==> src/rtl/pipeline_skid_stage.sv <==
// Elastic two-entry skid stage with registered upstream ready, whole-stage flush
// and per-tag selective squash of in-flight entries.
module pipeline_skid_stage #(
  parameter int unsigned DATA_WIDTH = 128,
  parameter int unsigned TAG_WIDTH  = 3
) (
  input  logic                        clk,
  input  logic                        rst,
  input  logic                        flush,
  input  logic                        global_flush,
  input  logic [(1<<TAG_WIDTH)-1:0]   kill_mask,
  input  logic                        in_valid,
  output logic                        in_ready,
  input  logic [TAG_WIDTH-1:0]        in_tag,
  input  logic [DATA_WIDTH-1:0]       in_data,
  output logic                        out_valid,
  input  logic                        out_ready,
  output logic [TAG_WIDTH-1:0]        out_tag,
  output logic [DATA_WIDTH-1:0]       out_data,
  output logic [1:0]                  occupancy
);

  logic                  main_valid, skid_valid;
  logic [TAG_WIDTH-1:0]  main_tag, skid_tag;
  logic [DATA_WIDTH-1:0] main_data, skid_data;
  logic                  ready_q;
  logic [1:0]            occ_q;

  logic                  main_valid_n, skid_valid_n;
  logic [TAG_WIDTH-1:0]  main_tag_n, skid_tag_n;
  logic [DATA_WIDTH-1:0] main_data_n, skid_data_n;
  logic                  ready_n;
  logic [1:0]            occ_n;

  logic in_xfer, out_xfer;

  assign in_xfer  = in_valid && ready_q;
  assign out_xfer = main_valid && out_ready;

  // Pop, kill, compaction and insert applied in sequence; pop precedes kill so a
  // delivered entry is never squashed, and invalid entries are always zeroed.
  always_comb begin
    main_valid_n = main_valid;
    main_tag_n   = main_tag;
    main_data_n  = main_data;
    skid_valid_n = skid_valid;
    skid_tag_n   = skid_tag;
    skid_data_n  = skid_data;

    if (flush || global_flush) begin
      main_valid_n = 1'b0;
      main_tag_n   = '0;
      main_data_n  = '0;
      skid_valid_n = 1'b0;
      skid_tag_n   = '0;
      skid_data_n  = '0;
    end else begin
      if (out_xfer) begin
        main_valid_n = 1'b0;
        main_tag_n   = '0;
        main_data_n  = '0;
      end

      if (main_valid_n && kill_mask[main_tag_n]) begin
        main_valid_n = 1'b0;
        main_tag_n   = '0;
        main_data_n  = '0;
      end
      if (skid_valid_n && kill_mask[skid_tag_n]) begin
        skid_valid_n = 1'b0;
        skid_tag_n   = '0;
        skid_data_n  = '0;
      end

      if (!main_valid_n && skid_valid_n) begin
        main_valid_n = 1'b1;
        main_tag_n   = skid_tag_n;
        main_data_n  = skid_data_n;
        skid_valid_n = 1'b0;
        skid_tag_n   = '0;
        skid_data_n  = '0;
      end

      // Skid is guaranteed empty here whenever a beat was accepted.
      if (in_xfer && !kill_mask[in_tag]) begin
        if (!main_valid_n) begin
          main_valid_n = 1'b1;
          main_tag_n   = in_tag;
          main_data_n  = in_data;
        end else begin
          skid_valid_n = 1'b1;
          skid_tag_n   = in_tag;
          skid_data_n  = in_data;
        end
      end
    end

    ready_n = !skid_valid_n;
    occ_n   = {1'b0, main_valid_n} + {1'b0, skid_valid_n};
  end

  always_ff @(posedge clk or posedge rst) begin
    if (rst) begin
      main_valid <= 1'b0;
      main_tag   <= '0;
      main_data  <= '0;
      skid_valid <= 1'b0;
      skid_tag   <= '0;
      skid_data  <= '0;
      ready_q    <= 1'b1;
      occ_q      <= '0;
    end else begin
      main_valid <= main_valid_n;
      main_tag   <= main_tag_n;
      main_data  <= main_data_n;
      skid_valid <= skid_valid_n;
      skid_tag   <= skid_tag_n;
      skid_data  <= skid_data_n;
      ready_q    <= ready_n;
      occ_q      <= occ_n;
    end
  end

  assign in_ready  = ready_q;
  assign out_valid = main_valid;
  assign out_tag   = main_tag;
  assign out_data  = main_data;
  assign occupancy = occ_q;

endmodule

==> config.mk <==
export PLATFORM = sky130hd
export DESIGN_NAME = pipeline_skid_stage
export DESIGN_NICKNAME = d
export VERILOG_FILES = /design/src/rtl/pipeline_skid_stage.sv
export SDC_FILE = /design/constraint.sdc
export NUM_CORES = 1
export LEC_CHECK = 0
export ABC_AREA = 1
export CAP_MARGIN = 20
export CORE_MARGIN = 2
export CORE_UTILIZATION = 45
export CTS_CLUSTER_DIAMETER = 200
export DETAILED_ROUTE_END_ITERATION = 16
export GPL_ROUTABILITY_DRIVEN = 1
export PLACE_DENSITY = 0.69
export SLEW_MARGIN = 20
export SYNTH_ARGS = -nofsm -noshare
export SYNTH_HDL_FRONTEND = slang
export SYNTH_SLANG_ARGS = --single-unit
==> constraint.sdc <==
create_clock -name clk -period 17.05 [get_ports clk]
set_clock_uncertainty 0.05 [all_clocks]
set_input_delay 2.5575 -clock clk [delete_from_list [all_inputs] [get_ports clk]]
set_output_delay 2.5575 -clock clk [all_outputs]
set_load 0.05 [all_outputs]
==> impl_metrics.py <==
metrics = {
    "critical_path": {
        "worstPathRequired_ns": 17.42,
        "end_kind": "flip-flop",
        "crit_path_start_kind": "input pin",
        "reg2reg_setup_slack_ns": 12.56,
        "worstPathMaxFanout": 109,
        "cp.arrival_ns": 6.88,
        "crit_type": "input pin to flip-flop",
        "reg2reg_depth": 13,
        "timing.rr.end": "skid_data[4]",
        "r2r_start": "out_valid",
    },
    "drt": {
        "drc_errors": 0,
        "wl_per_cell_microns": 16.3,
        "wl_mm": 53.0,
        "ant_nets": 0,
        "drt_iter0_drc": 1385,
        "firstDrtPassIters": 5,
        "routed_via_density": 5.12,
        "routed-via-count": 16663,
    },
    "timing": {
        "hold_viol_final": 0,
        "tns_ns": 0,
        "fin_crit_ns": 6.51,
        "drv_slew": 0,
        "setup_viol": 0,
        "worst_slew_pin_slew_ns": 1.13,
        "max_slew_margin_pct": 24.9,
        "grt_setup_unrepaired": "no",
        "fmax_mhz": 154,
        "period_share_pct": 38.2,
    },
    "logic_synthesis": {
        "synth_cells": 2632,
        "synth_area_sq_um": 16500,
        "synth_top_area_share_pct": 40.3,
        "ys_ff_latch": 267,
        "syn_area_per_cell_sq_um": 6.27,
        "synth.area.top_cells": "dfrtp_1, nand2_1, nor2_1",
        "yosysWarnings": 0,
        "synth_top_area_cell": "dfrtp_1",
        "synth.distinct_cells": 25,
        "yosysSeqAreaShare_pct": 40.5,
        "syn_nets": 2778,
    },
    "worst_hold_path": {
        "whs_endpoint": "out_data[22]",
        "hold_path.class": "flip-flop to flip-flop",
        "hold-path-cell-count": 4,
        "hold_path.startpoint": "skid_data[22]",
    },
    "global_routing": {
        "antenna_found_initial": 1,
        "grt_usage_pct": 27.3,
        "grt_overflow": 0,
        "grt_pass1_vias": 16022,
        "grt_pass1_wl_mm": 85.1,
        "grt_start_max_net_pins": 153,
    },
    "run": {
        "maxCapViolCount": 0,
    },
    "clock_network": {
        "cts_tree": "yes",
        "clock_path_buffers": 3,
        "cts.htree.levels": 1,
        "cts_setup_buffers": 0,
        "numClockSinks": 267,
        "clock-root-buffer": "clkbuf_16",
        "insertion_delay_ns": 0.56,
        "cts_resized": 0,
        "hold_buffers": 0,
        "cts_made_buffers": 31,
        "clk_pin_slew_ns": 0.06,
    },
    "placement": {
        "place_inst": 3201,
        "io_buffers": 279,
        "place_congestion": 0.834,
        "dp_hpwl_mm": 29.1,
    },
    "die": {
        "ios": 280,
        "start_util_pct": 45.4,
        "die_area_sq_um": 38200,
        "core_sq_um": 36300,
        "die_h_microns": 196,
        "die_w_microns": 196,
        "std_cell_rows": 70,
    },
    "power_and_ir_drop": {
        "ir_drop_mv": 0.0732,
        "power_density_nw_per_um2": 78.7,
        "p_leak_nw": 10.9,
    },
    "cells_and_area": {
        "instances_no_fill": 3257,
        "num_antenna_cells": 0,
        "fillers": 3549,
        "syn2layout_area_growth_pct": 22.6,
        "final_nets": 2912,
        "drive_gt1_share_pct": 3.12,
    },
    "status": {
        "outcome": "finished clean",
    },
}
## through the flow
step	total power, W	util [%]	hold slack, ns	worst slack (ns)	instance area (sq um)
2_1_floorplan	0.000825	-	0.522	7.09	16500
3_3_place_gp	0.000929	52.9	0.546	10.02	19200
3_5_place_dp	0.000932	52.9	0.558	9.97	19200
4_1_cts	0.00160	55.7	0.577	10.55	20200
5_1_grt	0.00165	55.7	0.620	10.10	20200
6_report	0.00159	55.7	0.577	10.54	20200
## worst max-delay path by stage
stage	from	end	slack (ns)
after floorplan	rst	occupancy[0]	7.09
after global placement	out_ready	skid_data[36]	10.02
after detailed placement	out_ready	skid_data[4]	9.97
after CTS	out_ready	skid_data[56]	10.55
after global routing	out_ready	skid_data[4]	10.10
final	out_ready	skid_data[4]	10.54
## kinds of logic after synthesis
logic type / count (synthesis) / synth area share (%)
adders and majority gates: 1 / 0.0758
and+or+nand+nor: 1683 / 41.9
buffers and inverters: 545 / 13.4
AOI/OAI and AO/OA: 136 / 4.21
DFF: 267 / 40.5
## cells in the final DEF, fill, tap and decap left out
master and count:
clkdlybuf4s50_1 279, inv_1 341, a31oi_1 1, inv_2 4, ha_1 1, o21bai_1 5
clkinv_2 2, inv_8 1, dfstp_2 1, nand2_4 3, clkbuf_1 13, dfrtp_1 266
inv_4 2, nand3_4 2, buf_12 1, nand3_2 3, nand2_1 984, nor2_1 355
a21oi_1 43, buf_6 2, nor2_4 3, buf_4 16, clkbuf_8 8, o21ai_0 7
bufinv_16 2, nand2_2 3, o21ai_1 80, nand3_1 259, nand2_8 3, clkbuf_16 31
nand4_1 41, nand3b_1 27
## worst max-delay path: stages
cell	delay [ns]
clkdlybuf4s50_1	0.43
nand2_2	0.17
nand2_1	0.14
nand2_1	0.08
nand3_1	0.07
nand3_2	0.11
nand2_2	0.12
nand2_8	0.51
nand2_4	0.68
nand2_8	0.76
buf_4	0.88
nand2_1	0.13
nand2_1	0.10
nor2_1	0.04
## flip-flops by register name, indices dropped and copies added, names as in the netlist
register    cells
in_ready        1
occupancy       2
out_data      128
out_tag         3
out_valid       1
skid_data     128
skid_tag        3
skid_valid      1
## cell usage after synthesis (all sizes together)
library cell,instances
nand2,993
nor2,358
inv,348
dfrtp,266
nand3,264
buf,119
o21ai,87
clkbuf,78
a21oi,43
nand4,41
nand3b,27
o21bai,5
a31oi,1
dfstp,1
ha,1
## routing by layer
metal	track usage (%)	routed length, microns	vias to the layer above
met2	45.4	25000	586
met1	37.8	23300	7813
met5	0	13	-
met3	3.37	3600	66
li1	-	-	8196
met4	7.27	1020	2
## report_power, final
group	switching [W]	leakage, nW	internal, W
Clock	0.000275	0.491	0.000399
Combinational	0.000175	6.74	0.0000877
Sequential	0.00000968	3.70	0.000648
Total	0.000460	10.9	0.00113
## final cells by class
cell class | instances | area [sq um] | share of cell area, %
multi-input cells | 1820 | 7700 | 38.0
flip-flops and latches | 267 | 6680 | 33.0
clock buffers | 52 | 935 | 4.62
well taps | 468 | 586 | 2.89
inverters | 348 | 1320 | 6.51
clock inverters | 4 | 70.1 | 0.346
repair buffers | 298 | 2960 | 14.6
Power figures use the tool's default switching activity.
